`src/rtl/alu_pkg.sv`:
```
// Shared ALU encodings: FunSel codes, flag bit positions and the multiplier sequencer state set.
package alu_pkg;

  localparam logic [4:0] FS_PASSA32 = 5'h10;
  localparam logic [4:0] FS_ADD32   = 5'h14;
  localparam logic [4:0] FS_LSL32   = 5'h1B;

  localparam int unsigned FLG_Z = 3;
  localparam int unsigned FLG_C = 2;
  localparam int unsigned FLG_N = 1;
  localparam int unsigned FLG_O = 0;

  typedef enum logic [1:0] {
    IDLE  = 2'd0,
    ADD   = 2'd1,
    SHIFT = 2'd2,
    DONE  = 2'd3
  } seq_state_e;

endpackage

```
`src/rtl/alu_mul_sequencer_if.sv`:
```
// ALU operand/result bus. The initiator (sequencer) drives FunSel/A/B/WF; the ALU returns Out/Flags.
interface alu_mul_sequencer_if;
  logic [31:0] AluA;
  logic [31:0] AluB;
  logic [4:0]  AluFunSel;
  logic        AluWF;
  logic [31:0] AluOut;
  logic [3:0]  AluFlags;

  modport master (
    output AluA, AluB, AluFunSel, AluWF,
    input  AluOut, AluFlags
  );

  modport slave (
    input  AluA, AluB, AluFunSel, AluWF,
    output AluOut, AluFlags
  );
endinterface

```
`src/rtl/alu_mul_sequencer.sv`:
```
// Unsigned shift-and-add multiplier that uses the datapath ALU for every add and shift.
// Optional build macro MUL_EARLY_EXIT_EN: finish as soon as the remaining multiplier bits are zero.
module alu_mul_sequencer
  import alu_pkg::*;
#(
  parameter int unsigned WIDTH = 16
) (
  input  logic                 Clock,
  input  logic                 Reset,
  input  logic                 Start,
  input  logic [15:0]          OpA,
  input  logic [15:0]          OpB,
  alu_mul_sequencer_if.master  alu,
  output logic                 Busy,
  output logic                 Done,
  output logic [31:0]          Product,
  output logic                 Error
);

  localparam int unsigned DW  = 32;
  localparam int unsigned OPW = 16;
  localparam int unsigned CW  = 5;

  localparam logic [OPW-1:0] OP_MASK = OPW'((33'd1 << WIDTH) - 33'd1);
  localparam logic [CW-1:0]  LAST    = CW'(WIDTH - 1);

  localparam logic [1:0] S_IDLE  = IDLE;
  localparam logic [1:0] S_ADD   = ADD;
  localparam logic [1:0] S_SHIFT = SHIFT;
  localparam logic [1:0] S_DONE  = DONE;

  logic [1:0]     state_q,   state_d;
  logic [DW-1:0]  acc_q,     acc_d;
  logic [DW-1:0]  mcand_q,   mcand_d;
  logic [OPW-1:0] mplier_q,  mplier_d;
  logic [CW-1:0]  cnt_q,     cnt_d;
  logic [DW-1:0]  product_q, product_d;
  logic           error_q,   error_d;
  logic           add_wf_q,  add_wf_d;

  logic [DW-1:0]  alu_a_c;
  logic [DW-1:0]  alu_b_c;
  logic [4:0]     alu_fun_c;
  logic           alu_wf_c;

  // State and datapath registers
  always_ff @(posedge Clock) begin
    if (Reset) begin
      state_q   <= S_IDLE;
      acc_q     <= '0;
      mcand_q   <= '0;
      mplier_q  <= '0;
      cnt_q     <= '0;
      product_q <= '0;
      error_q   <= 1'b0;
      add_wf_q  <= 1'b0;
    end else begin
      state_q   <= state_d;
      acc_q     <= acc_d;
      mcand_q   <= mcand_d;
      mplier_q  <= mplier_d;
      cnt_q     <= cnt_d;
      product_q <= product_d;
      error_q   <= error_d;
      add_wf_q  <= add_wf_d;
    end
  end

  // Next-state, register updates and ALU drive
  always_comb begin
    state_d   = state_q;
    acc_d     = acc_q;
    mcand_d   = mcand_q;
    mplier_d  = mplier_q;
    cnt_d     = cnt_q;
    product_d = product_q;
    error_d   = error_q;
    add_wf_d  = add_wf_q;
    alu_a_c   = '0;
    alu_b_c   = '0;
    alu_fun_c = FS_PASSA32;
    alu_wf_c  = 1'b0;

    case (state_q)
      S_IDLE: begin
        if (Start) begin
          acc_d    = '0;
          mcand_d  = DW'(OpA & OP_MASK);
          mplier_d = OpB & OP_MASK;
          cnt_d    = '0;
          error_d  = 1'b0;
          add_wf_d = 1'b0;
          state_d  = S_ADD;
        end
      end

      S_ADD: begin
        alu_a_c  = acc_q;
        add_wf_d = 1'b0;
        state_d  = S_SHIFT;
        if (mplier_q[0]) begin
          alu_b_c   = mcand_q;
          alu_fun_c = FS_ADD32;
          alu_wf_c  = 1'b1;
          acc_d     = alu.AluOut;
          add_wf_d  = 1'b1;
        end
`ifdef MUL_EARLY_EXIT_EN
        // Nothing left to accumulate: finish now with the current sum
        if (mplier_q == '0) begin
          state_d   = S_DONE;
          product_d = acc_q;
        end
`endif
      end

      S_SHIFT: begin
        alu_a_c   = mcand_q;
        alu_fun_c = FS_LSL32;
        mcand_d   = alu.AluOut;
        mplier_d  = mplier_q >> 1;
        // Flags were written on the edge that ended the ADD cycle
        if (add_wf_q && alu.AluFlags[FLG_C]) begin
          error_d = 1'b1;
        end
        if (cnt_q == LAST) begin
          state_d   = S_DONE;
          product_d = acc_q;
        end else begin
          cnt_d   = cnt_q + CW'(1);
          state_d = S_ADD;
        end
      end

      S_DONE: begin
        state_d = S_IDLE;
      end

      default: begin
        state_d = S_IDLE;
      end
    endcase
  end

  assign alu.AluA      = alu_a_c;
  assign alu.AluB      = alu_b_c;
  assign alu.AluFunSel = alu_fun_c;
  assign alu.AluWF     = alu_wf_c;

  assign Busy    = (state_q != S_IDLE);
  assign Done    = (state_q == S_DONE);
  assign Product = product_q;
  assign Error   = error_q;

endmodule

```
`src/flat_wrapper.sv`:
```
// flat-port wrapper written by rule: the top's interface ports become plain ports
module alu_mul_sequencer_flat import alu_pkg::*;
#(
  parameter int unsigned WIDTH = 16
)
  (Clock, Reset, Start, OpA, OpB, Busy, Done, Product, Error, alu_AluA, alu_AluB, alu_AluFunSel, alu_AluWF, alu_AluOut, alu_AluFlags);
  alu_mul_sequencer_if alu_i ();
  input  logic Clock;
  input  logic Reset;
  input  logic Start;
  input  logic [15:0] OpA;
  input  logic [15:0] OpB;
  output logic Busy;
  output logic Done;
  output logic [31:0] Product;
  output logic Error;
  output wire logic [$bits(alu_i.AluA)-1:0] alu_AluA;
  output wire logic [$bits(alu_i.AluB)-1:0] alu_AluB;
  output wire logic [$bits(alu_i.AluFunSel)-1:0] alu_AluFunSel;
  output wire logic [$bits(alu_i.AluWF)-1:0] alu_AluWF;
  input wire logic [$bits(alu_i.AluOut)-1:0] alu_AluOut;
  input wire logic [$bits(alu_i.AluFlags)-1:0] alu_AluFlags;
  assign alu_AluA = alu_i.AluA;
  assign alu_AluB = alu_i.AluB;
  assign alu_AluFunSel = alu_i.AluFunSel;
  assign alu_AluWF = alu_i.AluWF;
  assign alu_i.AluOut = alu_AluOut;
  assign alu_i.AluFlags = alu_AluFlags;
  alu_mul_sequencer #(.WIDTH(WIDTH)) u_core (.Clock(Clock), .Reset(Reset), .Start(Start), .OpA(OpA), .OpB(OpB), .alu(alu_i), .Busy(Busy), .Done(Done), .Product(Product), .Error(Error));
endmodule
```
`config.mk`:
```
export PLATFORM = sky130hd
export DESIGN_NAME = alu_mul_sequencer_flat
export DESIGN_NICKNAME = d
export VERILOG_FILES = /design/src/rtl/alu_pkg.sv /design/src/rtl/alu_mul_sequencer_if.sv /design/src/rtl/alu_mul_sequencer.sv /design/src/flat_wrapper.sv
export SDC_FILE = /design/constraint.sdc
export NUM_CORES = 1
export LEC_CHECK = 0
export BUFFER_PORTS_ARGS = -buffer_cell sky130_fd_sc_hd__buf_2
export CAP_MARGIN = 30
export CORE_ASPECT_RATIO = 0.75
export CORE_UTILIZATION = 46
export CTS_CLUSTER_DIAMETER = 120
export CTS_CLUSTER_SIZE = 28
export DETAILED_ROUTE_END_ITERATION = 12
export HOLD_SLACK_MARGIN = 0.05
export PLACE_DENSITY = 0.77
export SLEW_MARGIN = 10
export SYNTH_ARGS = -nofsm -noshare
export SYNTH_HDL_FRONTEND = slang
export SYNTH_SLANG_ARGS = --single-unit
```
`constraint.sdc`:
```
create_clock -name Clock -period 1.7 [get_ports Clock]
set_input_delay 0.085 -clock Clock [delete_from_list [all_inputs] [get_ports Clock]]
set_output_delay 0.085 -clock Clock [all_outputs]
set_load 0.005 [all_outputs]
```
Yosys cells after proc, flatten, opt, wreduce, memory -nomap -nowiden

Index checks and enable logic that the tools add are counted.
W data, S select, Z words.

Register bits: 121
Input bits: 71

$add $sub $neg: 1
Equality and inequality tests: 8
Multiplexer cells: 24
Reduce and logical (&&, ||, !) cells: 11

Operator list:

| operator              | count |
|---|---|
| $pmux W32 S2          | 3 |
| $mux W32              | 5 |
| $pmux W16 S2          | 1 |
| $pmux W5 S2           | 2 |
| $mux W16              | 1 |
| $mux W5               | 2 |
| $reduce_and A3 Y1     | 3 |
| $pmux W2 S4           | 1 |
| $reduce_and A2 Y1     | 3 |
| $reduce_bool A2 Y1    | 3 |
| $add A5 B1 Y5 const B | 1 |
| $eq A5 B4 Y1 const B  | 1 |
| $eq A2 B2 Y1 const B  | 2 |
| $mux W1               | 4 |
| $mux W2               | 2 |
| $ne A2 B1 Y1 const B  | 2 |
| $ne A2 B2 Y1 const B  | 2 |
| $pmux W1 S2           | 2 |
| $mux W3               | 1 |
| $eq A2 B1 Y1 const B  | 1 |
| $logic_not A2 Y1      | 1 |
| $logic_and A1 B1 Y1   | 1 |

Longest topological paths before layout

Word-level depth: 3
Depth in mapped cells: 8
Gate-level depth less buffers: 6

Worst setup path after synthesis

OpenSTA, ideal clock, no wires.

Path type: register -> register
Start point: reg u_core.cnt_q[0]
End point: reg u_core.cnt_q[3]
Setup time: 74 ps
Arrival: 1694 ps
Data required time: 1626 ps
Setup slack: -69 ps
Cell stages (with the launch flop): 7
Buffers on the path: 0
Period minus slack after synthesis: 1769 ps
Cells stage by stage: dfxtp_1 ha_1 and3_1 ha_1 nand4b_1 or4b_1 a31oi_1

Longest elaborated chain between the ends: 3
Elaborated cells between the ends (all ways): 6

Ends and longest elaborated chain:

| element                                                 | RTL line                                           | source |
|---|---|---|
| start, declared                                         | alu_mul_sequencer.sv:36                            | `logic [CW-1:0] cnt_q, cnt_d;` |
| start signal, assigned                                  | alu_mul_sequencer.sv:62                            | `cnt_q <= cnt_d;` |
| $add A5 B1 Y5 / $eq A5 B4 Y1 (equally long branches)    | alu_mul_sequencer.sv:130, alu_mul_sequencer.sv:126 |  |
| $mux W5 / $ne A2 B2 Y1 (equally long branches)          | -                                                  |  |
| $pmux W5 S2 / $reduce_and A3 Y1 (equally long branches) | -                                                  |  |

Parallel ways exist; a longest one is shown, timed or not. The select of a mux whose other input is x is not followed.
A chain may end at the register's enable or synchronous reset.

Worst setup path after layout

Start point: reg u_core.state_q[0]
End point: out alu_AluA[9]

Longest elaborated chain between the ends: 2
Elaborated cells between the ends (all ways): 3

Ends and longest elaborated chain:

| element                                             | RTL line                | source |
|---|---|---|
| start, declared                                     | alu_mul_sequencer.sv:32 | `logic [1:0] state_q, state_d;` |
| start signal, assigned                              | alu_mul_sequencer.sv:58 | `state_q <= state_d;` |
| $eq A2 B2 Y1 / $eq A2 B1 Y1 (equally long branches) | alu_mul_sequencer.sv:84 | `case (state_q)` |
| $pmux W32 S2 (*)                                    | alu_mul_sequencer.sv:84 |  |
| end, declared                                       | flat_wrapper.sv:17      | `output wire logic [$bits(alu_i.AluA)-1:0] alu_AluA;` |

Every way passes the cells marked *; elsewhere a longest branch is shown, timed or not.

==> results.ini <==
[outcome]
outcome=complete, but fails checks
violations=negative setup slack

[detailed_routing]
wl_per_cell_um=20.50
wl_mm=20.70
vias=6024
via_per_inst=5.964
firstDrtPassIters=5
drtIter0Drc=501
ant_nets=0
drc=0

[clock_network]
ctsRootBufferMaster=clkbuf_16
clkTransAtPathRegs_ps=60
cts_htree_levels=4
cts_sinks=121
cts_max_path_buffers=2
cts-buffers-inserted=17
cts_tree=built
insertion_delay_ps=420

[floorplan]
io-pin-count=176
fp.dieW_um=126.7
initial_core_util_pct=48.15
die_y_um=95.55
dieArea_um2=12110
num_rows=33
core-area_um2=11150

[timing]
hold_ws_ps=59.51
setup_viol=115
worst_slack_ps=-263.6
fin_setup_tns_ps=-8779
worst_pin_slew_ps=556.9
skew_ps=13.80
slew_headroom_pct=62.87
period_needed_ps=1964
fin_crit_sh_pct=115.5
clock.fmax_mhz=509.3
drv_slew=0
rsz0062_at_grt=true
finalHoldViolCount=0

[yosys]
synth_edf_count=0
synth.distinct_cells=33
yosysTopAreaCell=dfxtp_1
ys_seq_area_share_pct=45.13
syn_avg_cell_area_um2=8.771
netlist_top_cells_area=dfxtp_1 45%, nand2_1 6.2%, mux2i_1 6.0%, a22o_1 5.2%, a21oi_1 4.8%
yosys.area.top_type_share_pct=45.13
syn_inst=612
ys_ff_latch=121
synth.most_common_cell=dfxtp_1
syn_area_um2=5368
async_flop_share_pct=0
synthTopCellsByCount=121 x dfxtp_1, 88 x nand2_1, 52 x a21oi_1, 34 x and3_1
syn_nets=691
ys.warnings.count=0
synth-main-ff-cell=dfxtp_1

[setup_path]
rr_startpoint=u_core.state_q[0]
worst-path-max-fanout=14
arrival_ps=1880
endpoint_kind=primary output
rr_endpoint=u_core.mcand_q[8]
startpoint_type=flop
worstSetupPathType=flop to primary output
rr_worst_depth=9
ff2ff_setup_slack_ps=-180
cp.required_ps=1620

[global_route]
grt-busiest-layer=met2
grt_max_degree=41
grt_pass1_vias=5748
grt_pass1_wl_mm=29.93
overflow=0
grt_usage_pct=32.63
met1_usage_pct=40.01
grt_antenna_before_repair=1
grt_util_met3_pct=5.556
grt_util_met2_pct=56.17

[power]
leakage_nw=3.615
p_sw_w=0.003405
ir_worst_vdd_v=0.0006933
p_clk_share_pct=35.1
p_seq_share_pct=31.7
p_per_area_nw_per_um2=1210
intPower_w=0.007025
swShare_pct=32.65
combPwrFrac_pct=33.1

[placement]
pre_cts_slack_ps=-72.70
dpl_cell_area_um2=6475
dpl.cell_count=897
portBuffers=171
hpwl_mm=10.63
gp_congestion=0.8077

[final_layout]
n_fill_cell=699
stdcell_count=1010
area.sequential_um2=2426
design_area_um2=8620
multi_input_area_um2=3178
syn_to_final_growth_pct=60.58
fin_nets=935
layout-drive-gt1-share_pct=42.12

[hold_path]
whs_path_depth=3
hold_path.startpoint=OpA[6]
hold_end=u_core.mcand_q[6]
hp-class=input port to flop

[job]
maxCapViolCount=0

placed cells by master (no fill, tap or decap), types with 3 or more instances in the layout:
| master | n |
|---|---|
| buf_2 | 170 |
| dfxtp_1 | 118 |
| nand2_1 | 87 |
| dlygate4sd3_1 | 55 |
| a21oi_1 | 49 |
| mux2i_1 | 32 |
| a22o_1 | 32 |
| buf_4 | 31 |
| and3_1 | 30 |
| nor2b_1 | 22 |
| a22oi_2 | 21 |
| a211oi_2 | 18 |
| nand3_1 | 18 |
| clkbuf_16 | 18 |
| a211oi_1 | 14 |
| nor2_2 | 13 |
| nor2_4 | 13 |
| a22oi_1 | 11 |
| buf_6 | 11 |
| nor2b_4 | 10 |
| buf_12 | 9 |
| buf_16 | 7 |
| nor2_1 | 6 |
| nand2b_1 | 5 |
| ha_4 | 5 |
| inv_1 | 4 |
| and3_4 | 4 |
| or4b_1 | 4 |
| clkinvlp_4 | 4 |
| a31oi_1 | 3 |
| a21oi_2 | 3 |
| inv_6 | 3 |
| dfxtp_2 | 3 |
cells by family (layout without fill, tap and decap cells):
kind of cell | after synthesis | after routing | share of synthesized area [%]
buffers and inverters | 68 | 325 | 5.828
other | 1 | 2 | 0.06986
AO/OA/AOI/OAI | 157 | 157 | 20.14
adder cells (fa/ha/maj) | 8 | 8 | 1.865
flip-flops | 121 | 121 | 45.13
multiplexers | 35 | 35 | 6.643
AND/OR/NAND/NOR | 222 | 222 | 20.33
timing repair:
action | in CTS | in global routing
resized for setup | 64 | 90
setup endpoints to repair | 102 | 146
pin swaps | 7 | 11
hold buffers | 55 | 0
cloned | 8 | 1
endpoints found under the hold margin | 74 | 0
setup buffers | 13 | 5
power groups by stage:
| stage | sequential (W) | combinational (W) | clock, W |
|---|---|---|---|
| 5_1_grt | 0.00333 | 0.00359 | 0.00378 |
| 2_1_floorplan | 0.00325 | 0.00128 | 0 |
| 4_1_cts | 0.00324 | 0.00293 | 0.00364 |
| 3_3_place_gp | 0.00327 | 0.00188 | 0 |
| 6_report | 0.00331 | 0.00345 | 0.00367 |
| 3_5_place_dp | 0.00328 | 0.00193 | 0 |
critical path, cell delays in order, from the launching register on:
cell	delay (ps)
dfxtp_2	350
inv_2	50
buf_6	130
ha_4	220
buf_16	170
a22oi_1	280
nor2b_1	130
buf_2	140
flip-flops by register name (all words and copies together) (netlist names):
name / count
u_core.Error: 1
u_core.Product: 32
u_core.mplier_q: 16
u_core.acc_q: 32
u_core.mcand_q: 32
u_core.cnt_q: 5
u_core.state_q: 2
u_core.add_wf_q: 1
routing by layer:
layer / share of wire [%] / up-vias
met1: 40 / 2923
met4: 3.4 / 0
met5: 0 / -
met2: 48 / 376
met3: 8.7 / 66
li1: - / 2659
worst max path at each step:
stage,slack [ps],from,cells past startpoint,to
after floorplan,2,u_core.state_q[0],8,u_core.cnt_q[1]
after global placement,-30,u_core.cnt_q[0],6,u_core.cnt_q[3]
after detailed placement,-70,u_core.cnt_q[0],6,u_core.cnt_q[3]
after CTS,-110,u_core.state_q[0],7,alu_AluA[5]
after global routing,-270,u_core.state_q[0],7,alu_AluA[9]
final,-260,u_core.state_q[0],7,alu_AluA[9]
per-stage QoR:
stage	util [%]	power, W
finish	77.32	0.01043
floorplan	-	0.004526
CTS	73.71	0.009811
global route	77.30	0.01070
detailed placement	58.08	0.005215
global placement	58.08	0.005145
cell type report:
cell class                      instances  share of cell area [%]
Inverter                                6                  0.2613
Antenna cell                            1                 0.02903
Sequential cell                       121                   28.15
Timing Repair Buffer                  287                   25.74
Multi-Input combinational cell        423                   36.87
Clock inverter                         13                   1.669
Clock buffer                           19                   5.255
Tap cell                              140                   2.032
Power figures use the tool's default switching activity.
